===== src/rtl/cpu_alu_arb_if.sv =====
// Bundle of two requester command ports, the shared-ALU port and the response port.
// Latency: none, wires only.
// Backpressure: valid/ready on both requester ports and on the response port.
interface cpu_alu_arb_if;
   logic       req0_valid_i;
   logic       req0_ready_o;
   logic [7:0] req0_a_i;
   logic [7:0] req0_b_i;
   logic [3:0] req0_op_i;
   logic       req1_valid_i;
   logic       req1_ready_o;
   logic [7:0] req1_a_i;
   logic [7:0] req1_b_i;
   logic [3:0] req1_op_i;
   logic [7:0] alu_a_o;
   logic [7:0] alu_b_o;
   logic [3:0] alu_op_o;
   logic [7:0] alu_y_i;
   logic [3:0] alu_flags_i;
   logic       rsp_valid_o;
   logic       rsp_ready_i;
   logic       rsp_id_o;
   logic [7:0] rsp_y_o;
   logic [3:0] rsp_flags_o;

   // Arbiter side.
   modport slave (
      input  req0_valid_i, req0_a_i, req0_b_i, req0_op_i,
      input  req1_valid_i, req1_a_i, req1_b_i, req1_op_i,
      input  alu_y_i, alu_flags_i, rsp_ready_i,
      output req0_ready_o, req1_ready_o,
      output alu_a_o, alu_b_o, alu_op_o,
      output rsp_valid_o, rsp_id_o, rsp_y_o, rsp_flags_o
   );

   // Requesters, ALU and response consumer side.
   modport master (
      output req0_valid_i, req0_a_i, req0_b_i, req0_op_i,
      output req1_valid_i, req1_a_i, req1_b_i, req1_op_i,
      output alu_y_i, alu_flags_i, rsp_ready_i,
      input  req0_ready_o, req1_ready_o,
      input  alu_a_o, alu_b_o, alu_op_o,
      input  rsp_valid_o, rsp_id_o, rsp_y_o, rsp_flags_o
   );
endinterface


===== src/rtl/cpu_alu_arb.sv =====
// Two-requester arbiter in front of one shared combinational ALU, one command in flight.
// Latency: accept in cycle N, ALU driven in N+1, response valid from N+2.
// Backpressure: response held until rsp_ready_i; requesters see ready only in IDLE.
// Option: define CPU_ALU_ARB_FIXED_PRIO_EN for fixed priority (requester 0 wins ties);
// otherwise ties are resolved round-robin via a last-grant register.
module cpu_alu_arb (
   input  logic          clk_i,
   input  logic          rst_i,
   cpu_alu_arb_if.slave  bus
);

   typedef enum logic [1:0] {IDLE, EXEC, RESP} state_t;

   state_t     state;
   logic       grant0;
   logic       grant1;
   logic       hs0;
   logic       hs1;
   logic       id_r;
   logic [7:0] alu_a_r;
   logic [7:0] alu_b_r;
   logic [3:0] alu_op_r;
   logic       rsp_valid_r;
   logic       rsp_id_r;
   logic [7:0] rsp_y_r;
   logic [3:0] rsp_flags_r;

`ifdef CPU_ALU_ARB_FIXED_PRIO_EN
   // Fixed priority: requester 0 always wins a tie.
   always_comb begin
      grant0 = bus.req0_valid_i;
      grant1 = bus.req1_valid_i & ~bus.req0_valid_i;
   end
`else
   logic last_grant;

   // Round-robin: on a tie, grant the requester that did not win last time.
   always_comb begin
      grant1 = bus.req1_valid_i & (~bus.req0_valid_i | ~last_grant);
      grant0 = bus.req0_valid_i & ~grant1;
   end

   // Remember the winner of the most recent accepted command; reset favours requester 0.
   always_ff @(posedge clk_i or posedge rst_i) begin
      if (rst_i)
         last_grant <= 1'b1;
      else if (hs0 | hs1)
         last_grant <= hs1;
   end
`endif

   assign bus.req0_ready_o = (state == IDLE) & grant0;
   assign bus.req1_ready_o = (state == IDLE) & grant1;
   assign hs0 = bus.req0_valid_i & bus.req0_ready_o;
   assign hs1 = bus.req1_valid_i & bus.req1_ready_o;

   assign bus.alu_a_o     = alu_a_r;
   assign bus.alu_b_o     = alu_b_r;
   assign bus.alu_op_o    = alu_op_r;
   assign bus.rsp_valid_o = rsp_valid_r;
   assign bus.rsp_id_o    = rsp_id_r;
   assign bus.rsp_y_o     = rsp_y_r;
   assign bus.rsp_flags_o = rsp_flags_r;

   // Command FSM: operand registers double as the ALU drive and are non-zero only in EXEC.
   always_ff @(posedge clk_i or posedge rst_i) begin
      if (rst_i) begin
         state       <= IDLE;
         id_r        <= 1'b0;
         alu_a_r     <= 8'h00;
         alu_b_r     <= 8'h00;
         alu_op_r    <= 4'h0;
         rsp_valid_r <= 1'b0;
         rsp_id_r    <= 1'b0;
         rsp_y_r     <= 8'h00;
         rsp_flags_r <= 4'h0;
      end else begin
         case (state)
            IDLE: begin
               if (hs0 | hs1) begin
                  alu_a_r  <= hs1 ? bus.req1_a_i  : bus.req0_a_i;
                  alu_b_r  <= hs1 ? bus.req1_b_i  : bus.req0_b_i;
                  alu_op_r <= hs1 ? bus.req1_op_i : bus.req0_op_i;
                  id_r     <= hs1;
                  state    <= EXEC;
               end
            end
            EXEC: begin
               rsp_y_r     <= bus.alu_y_i;
               rsp_flags_r <= bus.alu_flags_i;
               rsp_id_r    <= id_r;
               rsp_valid_r <= 1'b1;
               alu_a_r     <= 8'h00;
               alu_b_r     <= 8'h00;
               alu_op_r    <= 4'h0;
               state       <= RESP;
            end
            RESP: begin
               if (bus.rsp_ready_i) begin
                  rsp_valid_r <= 1'b0;
                  state       <= IDLE;
               end
            end
            default: state <= IDLE;
         endcase
      end
   end

endmodule


===== src/flat_wrapper.sv =====
// flat-port wrapper written by rule: the top's interface ports become plain ports
module cpu_alu_arb_flat 
  (clk_i, rst_i, bus_req0_valid_i, bus_req0_a_i, bus_req0_b_i, bus_req0_op_i, bus_req1_valid_i, bus_req1_a_i, bus_req1_b_i, bus_req1_op_i, bus_alu_y_i, bus_alu_flags_i, bus_rsp_ready_i, bus_req0_ready_o, bus_req1_ready_o, bus_alu_a_o, bus_alu_b_o, bus_alu_op_o, bus_rsp_valid_o, bus_rsp_id_o, bus_rsp_y_o, bus_rsp_flags_o);
  cpu_alu_arb_if bus_i ();
  input  logic clk_i;
  input  logic rst_i;
  input wire logic [$bits(bus_i.req0_valid_i)-1:0] bus_req0_valid_i;
  input wire logic [$bits(bus_i.req0_a_i)-1:0] bus_req0_a_i;
  input wire logic [$bits(bus_i.req0_b_i)-1:0] bus_req0_b_i;
  input wire logic [$bits(bus_i.req0_op_i)-1:0] bus_req0_op_i;
  input wire logic [$bits(bus_i.req1_valid_i)-1:0] bus_req1_valid_i;
  input wire logic [$bits(bus_i.req1_a_i)-1:0] bus_req1_a_i;
  input wire logic [$bits(bus_i.req1_b_i)-1:0] bus_req1_b_i;
  input wire logic [$bits(bus_i.req1_op_i)-1:0] bus_req1_op_i;
  input wire logic [$bits(bus_i.alu_y_i)-1:0] bus_alu_y_i;
  input wire logic [$bits(bus_i.alu_flags_i)-1:0] bus_alu_flags_i;
  input wire logic [$bits(bus_i.rsp_ready_i)-1:0] bus_rsp_ready_i;
  output wire logic [$bits(bus_i.req0_ready_o)-1:0] bus_req0_ready_o;
  output wire logic [$bits(bus_i.req1_ready_o)-1:0] bus_req1_ready_o;
  output wire logic [$bits(bus_i.alu_a_o)-1:0] bus_alu_a_o;
  output wire logic [$bits(bus_i.alu_b_o)-1:0] bus_alu_b_o;
  output wire logic [$bits(bus_i.alu_op_o)-1:0] bus_alu_op_o;
  output wire logic [$bits(bus_i.rsp_valid_o)-1:0] bus_rsp_valid_o;
  output wire logic [$bits(bus_i.rsp_id_o)-1:0] bus_rsp_id_o;
  output wire logic [$bits(bus_i.rsp_y_o)-1:0] bus_rsp_y_o;
  output wire logic [$bits(bus_i.rsp_flags_o)-1:0] bus_rsp_flags_o;
  assign bus_i.req0_valid_i = bus_req0_valid_i;
  assign bus_i.req0_a_i = bus_req0_a_i;
  assign bus_i.req0_b_i = bus_req0_b_i;
  assign bus_i.req0_op_i = bus_req0_op_i;
  assign bus_i.req1_valid_i = bus_req1_valid_i;
  assign bus_i.req1_a_i = bus_req1_a_i;
  assign bus_i.req1_b_i = bus_req1_b_i;
  assign bus_i.req1_op_i = bus_req1_op_i;
  assign bus_i.alu_y_i = bus_alu_y_i;
  assign bus_i.alu_flags_i = bus_alu_flags_i;
  assign bus_i.rsp_ready_i = bus_rsp_ready_i;
  assign bus_req0_ready_o = bus_i.req0_ready_o;
  assign bus_req1_ready_o = bus_i.req1_ready_o;
  assign bus_alu_a_o = bus_i.alu_a_o;
  assign bus_alu_b_o = bus_i.alu_b_o;
  assign bus_alu_op_o = bus_i.alu_op_o;
  assign bus_rsp_valid_o = bus_i.rsp_valid_o;
  assign bus_rsp_id_o = bus_i.rsp_id_o;
  assign bus_rsp_y_o = bus_i.rsp_y_o;
  assign bus_rsp_flags_o = bus_i.rsp_flags_o;
  cpu_alu_arb u_core (.clk_i(clk_i), .rst_i(rst_i), .bus(bus_i));
endmodule

===== config.mk =====
export PLATFORM = sky130hd
export DESIGN_NAME = cpu_alu_arb_flat
export DESIGN_NICKNAME = d
export VERILOG_FILES = /design/src/rtl/cpu_alu_arb_if.sv /design/src/rtl/cpu_alu_arb.sv /design/src/flat_wrapper.sv
export SDC_FILE = /design/constraint.sdc
export NUM_CORES = 1
export LEC_CHECK = 0
export BUFFER_PORTS_ARGS = -buffer_cell sky130_fd_sc_hd__buf_2
export CAP_MARGIN = 20
export CORE_MARGIN = 5
export CORE_UTILIZATION = 41
export DETAILED_ROUTE_END_ITERATION = 16
export PLACE_DENSITY = 0.77
export SYNTH_ARGS = -nofsm -noshare
export SYNTH_HDL_FRONTEND = slang
export SYNTH_SLANG_ARGS = --single-unit

===== constraint.sdc =====
create_clock -name clk_i -period 1.3 [get_ports clk_i]
set_input_delay 0.13 -clock clk_i [delete_from_list [all_inputs] [get_ports clk_i]]
set_output_delay 0.13 -clock clk_i [all_outputs]
set_load 0.05 [all_outputs]

Word level (Yosys, flattened, before mapping)
Index checks and enable logic that the tools add are counted.
- register bits after elaboration: 38
- bits in latches: 0
- memory bits (writable): 0
- memory bits (read-only): 0
- input bits: 57
- output and inout port bits: 36
- word-level logic and storage cells: 46
- memories kept: 0
- add/subtract/negate cells: 0
- multiply operators: 0
- divide/modulo/power cells: 0
- magnitude comparators: 0
- equality and inequality tests: 4
- shifts and indexed selects: 0
- multiplexer cells: 14
- bitwise logic cells: 11
- reduce and logical (&&, ||, !) cells: 7
- operators with widths (operator ; count):
    $mux W8 ; 4
    $pmux W8 S2 ; 2
    $mux W4 ; 2
    $pmux W4 S2 ; 1
    $reduce_and A2 Y1 ; 4
    $and A1 B1 Y1 ; 6
    $pmux W2 S3 ; 1
    $mux W2 ; 2
    $ne A2 B2 Y1 const B ; 2
    $reduce_bool A2 Y1 ; 2
    $not A1 Y1 ; 3
    $eq A2 B1 Y1 const B ; 1
    $eq A2 B2 Y1 const B ; 1
    $logic_not A2 Y1 ; 1
    $or A1 B1 Y1 ; 2
    $pmux W1 S2 ; 1
    $mux W1 ; 1

Logic depth before layout (Yosys ltp)
- depth after elaboration: 10
- gate-level depth with buffers: 4
- gate-level depth less buffers: 3

Least setup slack after synthesis
No wires, ideal clock.
- path type: register to output
- start point: register u_core.state[0]
- end point: output port bus_req0_ready_o
- arrival: 1.667 ns
- slack: -0.497 ns
- stages on the path, launching flop included: 5
- path through: dfrtp_1 nor2_1 buf_2 nand2_1 a21oi_1
- word-level cells in the longest chain between the ends: 2
- ends and longest elaborated chain (what ; line ; text):
    from (decl) ; cpu_alu_arb.sv:14 ; state_t state;
    from (signal assigned) ; cpu_alu_arb.sv:68 ; state <= IDLE;
    from (signal assigned) ; cpu_alu_arb.sv:85 ; state <= EXEC;
    from (signal assigned) ; cpu_alu_arb.sv:96 ; state <= RESP;
    $logic_not A2 Y1 ; cpu_alu_arb.sv:52 ; assign bus.req0_ready_o = (state == IDLE) & grant0;
    $and A1 B1 Y1 ; cpu_alu_arb.sv:52 ;
    to (decl) ; flat_wrapper.sv:18 ; output wire logic [$bits(bus_i.req0_ready_o)-1:0] bus_req0_ready_o;
Every way passes these cells.

Final worst setup path
- start point: register u_core.state[0]
- end point: output port bus_req1_ready_o
- word-level cells in the longest chain between the ends: 2
- ends and longest elaborated chain (what ; line ; text):
    $logic_not A2 Y1 ; cpu_alu_arb.sv:53 ; assign bus.req1_ready_o = (state == IDLE) & grant1;
    $and A1 B1 Y1 ; cpu_alu_arb.sv:53 ;
    to (decl) ; flat_wrapper.sv:19 ; output wire logic [$bits(bus_i.req1_ready_o)-1:0] bus_req1_ready_o;
Every way passes these cells.

==> flow_summary.html <==
<table>
<tr><th>Metric</th><th>Value</th></tr>
<tr><th colspan="2">Worst setup path</th></tr>
<tr><td>Worst r2r src</td><td>u_core.state[0]</td></tr>
<tr><td>Worst Setup Path Type</td><td>reg2out</td></tr>
<tr><td>Data required time of the worst path</td><td>1.17 ns</td></tr>
<tr><td>Worst flop-to-flop path endpoint</td><td>u_core.bus.rsp_y_o[3]</td></tr>
<tr><td>R2R depth</td><td>5</td></tr>
<tr><td>Register-to-register setup slack</td><td>-0.28 ns</td></tr>
<tr><td>Worst path arrival time</td><td>about 1.5 ns</td></tr>
<tr><td>Critical Path Start</td><td>u_core.state[0]</td></tr>
<tr><td>Crit path launch type</td><td>flop</td></tr>
<tr><td>CP Capture Type</td><td>output pin</td></tr>
<tr><td>Maximum fanout along the worst path</td><td>4</td></tr>
<tr><td>Capturing element of the worst setup path</td><td>bus_req1_ready_o</td></tr>
<tr><th colspan="2">Placement</th></tr>
<tr><td># placed instances</td><td>317</td></tr>
<tr><td>Count of buffers from port buffering</td><td>92</td></tr>
<tr><td>Detailed placer's ending HPWL</td><td>~3.7 mm</td></tr>
<tr><td>Global placer's final weighted congestion</td><td>approximately 0.77</td></tr>
<tr><th colspan="2">Layout</th></tr>
<tr><td>Area growth from synthesis to layout</td><td>54.3%</td></tr>
<tr><td>Util after Layout</td><td>65.5%</td></tr>
<tr><td>Share of post-route cells with drive strength above 1</td><td>between 50% and 60%</td></tr>
<tr><td>Fillers</td><td>roughly 360</td></tr>
<tr><td>Antenna cells</td><td>0</td></tr>
<tr><td>Number of nets in the layout</td><td>342</td></tr>
<tr><td>Post-layout instance count excluding filler cells</td><td>approximately 340</td></tr>
<tr><th colspan="2">Power and ir drop</th></tr>
<tr><td>Leak pwr</td><td>between 1 and 1.5 nW</td></tr>
<tr><td>Worst vdd rail ir drop</td><td>around 1500 uV</td></tr>
<tr><td>PD cells</td><td>3050 nW/um^2</td></tr>
<tr><th colspan="2">Detailed routing</th></tr>
<tr><td>Vias after detailed routing</td><td>approximately 1800</td></tr>
<tr><td>Number of DRC markers in iteration 0</td><td>between 40 and 50</td></tr>
<tr><td>DRC viols</td><td>0</td></tr>
<tr><td>Pre-antenna DRT Iters</td><td>4</td></tr>
<tr><td>Number of antenna-violating nets in the routed design</td><td>0</td></tr>
<tr><td>Routed wire per std cell</td><td>roughly 17 um</td></tr>
<tr><td>Vias per cell</td><td>about 5.5</td></tr>
<tr><td>Routed wire length</td><td>approximately 5.7 mm</td></tr>
<tr><th colspan="2">Hold path</th></tr>
<tr><td>Path category of the worst min-delay check</td><td>in2reg</td></tr>
<tr><th colspan="2">STA</th></tr>
<tr><td>Peak clock frequency supported by timing</td><td>634 MHz</td></tr>
<tr><td>Setup repair after global routing missed its margin</td><td>true</td></tr>
<tr><td>Minimum hold slack</td><td>~0.022 ns</td></tr>
<tr><td>Final worst-path cycle share</td><td>121%</td></tr>
<tr><td>Final setup violation count</td><td>37</td></tr>
<tr><td>Final sum of negative setup slack</td><td>-7.99 ns</td></tr>
<tr><td>Transition time at the pin with the least slew margin</td><td>between 0.3 and 0.4 ns</td></tr>
<tr><td>Relative slew slack</td><td>between 70% and 80%</td></tr>
<tr><td>Min Tclk post-route</td><td>~1.6 ns</td></tr>
<tr><td>Max-slew violations</td><td>0</td></tr>
<tr><td>Post-layout worst setup margin</td><td>-0.276 ns</td></tr>
<tr><td>Layout Skew</td><td>between 0.002 and 0.003 ns</td></tr>
<tr><td>Total count of hold-check failures in the final report</td><td>0</td></tr>
<tr><th colspan="2">CTS</th></tr>
<tr><td>Clk pin slew, worst setup/hold paths</td><td>about 0.07 ns</td></tr>
<tr><td>Clk buf depth</td><td>2</td></tr>
<tr><td>TritonCTS clock tree</td><td>done</td></tr>
<tr><td>Number of sinks on the clock net</td><td>38</td></tr>
<tr><td>Clock latency of the later-clocked register in the worst-skew pair</td><td>about 0.29 ns</td></tr>
<tr><td>CTS root buffer</td><td>sky130_fd_sc_hd__clkbuf_8</td></tr>
<tr><td>Maximum level of the CTS H-tree</td><td>2</td></tr>
<tr><td>TritonCTS Buffers</td><td>5</td></tr>
<tr><th colspan="2">Synthesis</th></tr>
<tr><td>YS warnings</td><td>0</td></tr>
<tr><td>Synth Area in Compound Gates</td><td>~22%</td></tr>
<tr><td>Fraction of synthesized area in multiplexers</td><td>under 10%</td></tr>
<tr><td>Leading register cell type out of synthesis</td><td>sky130_fd_sc_hd__dfrtp_1</td></tr>
<tr><td>Post-synth cell types</td><td>24</td></tr>
<tr><td>Mean area per synthesized cell</td><td>between 10 and 15 um^2</td></tr>
<tr><td>Xor/xnor cell area share of the yosys netlist</td><td>0%</td></tr>
<tr><td>Fraction of synthesis flops using an asynchronous set or reset pin</td><td>100%</td></tr>
<tr><td>Simple-gate area share of the yosys netlist</td><td>12.8%</td></tr>
<tr><td>Number of enable-type register cells in the synthesized netlist</td><td>0</td></tr>
<tr><td>Count of state elements after synthesis</td><td>38</td></tr>
<tr><td>Dominant combinational cell family by area after synthesis</td><td>compound AO/OA/AOI/OAI gates</td></tr>
<tr><td>Synth Area in Adders</td><td>0%</td></tr>
<tr><td>Area of the mapped netlist</td><td>between 1500 and 2000 um^2</td></tr>
<tr><td>Post-synth net total</td><td>about 230</td></tr>
<tr><td>Cell count after synthesis</td><td>170</td></tr>
<tr><td>Sequential cell area fraction in the yosys report</td><td>51.2%</td></tr>
<tr><th colspan="2">Flow run</th></tr>
<tr><td>Max-capacitance violation count</td><td>0</td></tr>
<tr><th colspan="2">Run status</th></tr>
<tr><td>Outcome</td><td>complete, but fails checks</td></tr>
<tr><td>Violations in the final reports</td><td>negative setup slack</td></tr>
<tr><th colspan="2">Global route</th></tr>
<tr><td>Vias in the first global route</td><td>approximately 1700</td></tr>
<tr><td>Tot GR Track Use</td><td>17.7%</td></tr>
<tr><td>GRT overflow</td><td>0</td></tr>
<tr><td>Pin count of the biggest net entering global routing</td><td>27</td></tr>
<tr><td>Antenna violations before repair</td><td>0</td></tr>
<tr><td>Wire length of the first global-routing pass</td><td>8.57 mm</td></tr>
<tr><th colspan="2">Floorplan</th></tr>
<tr><td>Site row count</td><td>24</td></tr>
<tr><td>Die Y-Extent</td><td>slightly below 80 um</td></tr>
<tr><td>Die ar.</td><td>between 5000 and 6000 um^2</td></tr>
<tr><td>Total I/O pin count</td><td>93</td></tr>
<tr><td>Initial Utilization</td><td>42.4%</td></tr>
<tr><td>Width of the die</td><td>roughly 77 um</td></tr>
<tr><td>Core Area</td><td>around 4400 um^2</td></tr>
</table>
[cell families after synthesis]
logic type / Yosys count
AOI/OAI and AO/OA: 65
DFF: 38
and+or+nand+nor: 33
buffers and inverters: 21
muxes: 13
[cells in the mapped netlist (2+ instances only)]
master | count | area share, %
sky130_fd_sc_hd__nor2_1 | 2 | 0.40
sky130_fd_sc_hd__clkbuf_1 | 5 | 1.0
sky130_fd_sc_hd__mux2_2 | 4 | 2.4
sky130_fd_sc_hd__or2_1 | 2 | 0.67
sky130_fd_sc_hd__buf_6 | 3 | 1.8
sky130_fd_sc_hd__buf_2 | 8 | 2.2
sky130_fd_sc_hd__buf_4 | 2 | 0.81
sky130_fd_sc_hd__dfrtp_1 | 37 | 50
sky130_fd_sc_hd__and2_1 | 2 | 0.67
sky130_fd_sc_hd__inv_1 | 3 | 0.61
sky130_fd_sc_hd__a311oi_1 | 20 | 9.4
sky130_fd_sc_hd__a21oi_1 | 23 | 6.2
sky130_fd_sc_hd__nand3b_1 | 20 | 8.1
sky130_fd_sc_hd__o21ai_1 | 20 | 5.4
sky130_fd_sc_hd__mux2_1 | 9 | 5.4
sky130_fd_sc_hd__nand2_1 | 2 | 0.40
[worst min path at each step]
| stage | to | from | cells past startpoint | slack (ns) |
|---|---|---|---|---|
| floorplan | u_core.last_grant | bus_req0_valid_i | 1 | 0.19 |
| global placement | u_core.bus.rsp_flags_o[1] | rst_i | 3 | 0.14 |
| detailed placement | u_core.bus.rsp_flags_o[1] | rst_i | 3 | 0.15 |
| CTS | u_core.last_grant | bus_req0_valid_i | 2 | 0.007 |
| global route | u_core.last_grant | bus_req0_valid_i | 2 | 0.04 |
| finish | u_core.last_grant | bus_req0_valid_i | 2 | 0.02 |
[flip-flops by register name (all words and copies together), names as in the netlist, 2 cells and up]
| signal | count |
|---|---|
| u_core.bus.alu_a_o | 8 |
| u_core.bus.alu_b_o | 8 |
| u_core.bus.rsp_y_o | 8 |
| u_core.bus.alu_op_o | 4 |
| u_core.bus.rsp_flags_o | 4 |
| u_core.state | 2 |
[cells in the final DEF, fill, tap and decap left out, types with 2 or more instances in the layout]
cell and n:
sky130_fd_sc_hd__buf_2 90, sky130_fd_sc_hd__dfrtp_1 35, sky130_fd_sc_hd__a21oi_1 22, sky130_fd_sc_hd__nand3b_1 20, sky130_fd_sc_hd__a311oi_1 18, sky130_fd_sc_hd__buf_4 18
sky130_fd_sc_hd__o21ai_2 14, sky130_fd_sc_hd__buf_6 12, sky130_fd_sc_hd__mux2_4 7, sky130_fd_sc_hd__o21ai_1 6, sky130_fd_sc_hd__clkbuf_8 6, sky130_fd_sc_hd__mux2_1 3
sky130_fd_sc_hd__inv_1 3, sky130_fd_sc_hd__mux2_2 3, sky130_fd_sc_hd__and2_1 2, sky130_fd_sc_hd__nor2_4 2, sky130_fd_sc_hd__or2_1 2, sky130_fd_sc_hd__a311oi_2 2
sky130_fd_sc_hd__clkbuf_16 2, sky130_fd_sc_hd__buf_8 2, sky130_fd_sc_hd__dfrtp_2 2
[repair_timing]
item / CTS / global route
buffers inserted: 6 / 4
cloned: 3 / 1
pin swaps: 15 / 5
endpoints found under the setup margin: 35 / 37
endpoints found under the hold margin: 37 / 0
hold buffers: 1 / 0
resized for setup: 21 / 32
[worst max-delay path: stages (launching register included)]
cell and delay, ns:
sky130_fd_sc_hd__dfrtp_2 0.44, sky130_fd_sc_hd__or3b_4 0.42, sky130_fd_sc_hd__nor2_4 0.13, sky130_fd_sc_hd__buf_8 0.16
[metrics by stage]
stage               setup WS (ns)  instance area [um^2]  power [mW]
finish                     -0.276                  2870        8.77
global route               -0.314                  2870        9.23
CTS                        -0.253                  2720        8.31
detailed placement         -0.112                  2460        7.03
global placement          -0.0812                  2460        6.95
floorplan                  -0.125                  1870        5.73
[routing by layer]
metal	vias to the layer above	wire (um)	GRT usage [%]
li1	873	-	-
met5	-	0	0
met2	72	2910	28.2
met1	895	2380	23.1
met3	6	396	5.90
met4	0	53	4.64
[area by class of cell]
type	count	area (um^2)	area share [%]
sequential	38	955	33.2
multi-input combinational	111	918	32.0
tap	52	65.1	2.27
timing repair buffer	126	831	28.9
inverter	3	11.3	0.392
clock inverter	1	5.00	0.174
clock buffer	7	86.3	3.01
[report_power, final]
part           total, mW  internal, mW  switching [mW]  leakage (nW)
Combinational       5.78          2.14            3.64         0.837
Clock              0.840         0.428           0.412        0.0482
Sequential          2.15          1.81           0.344         0.456
Total               8.77          4.37            4.40          1.34
(Power assumes the default switching activity.)
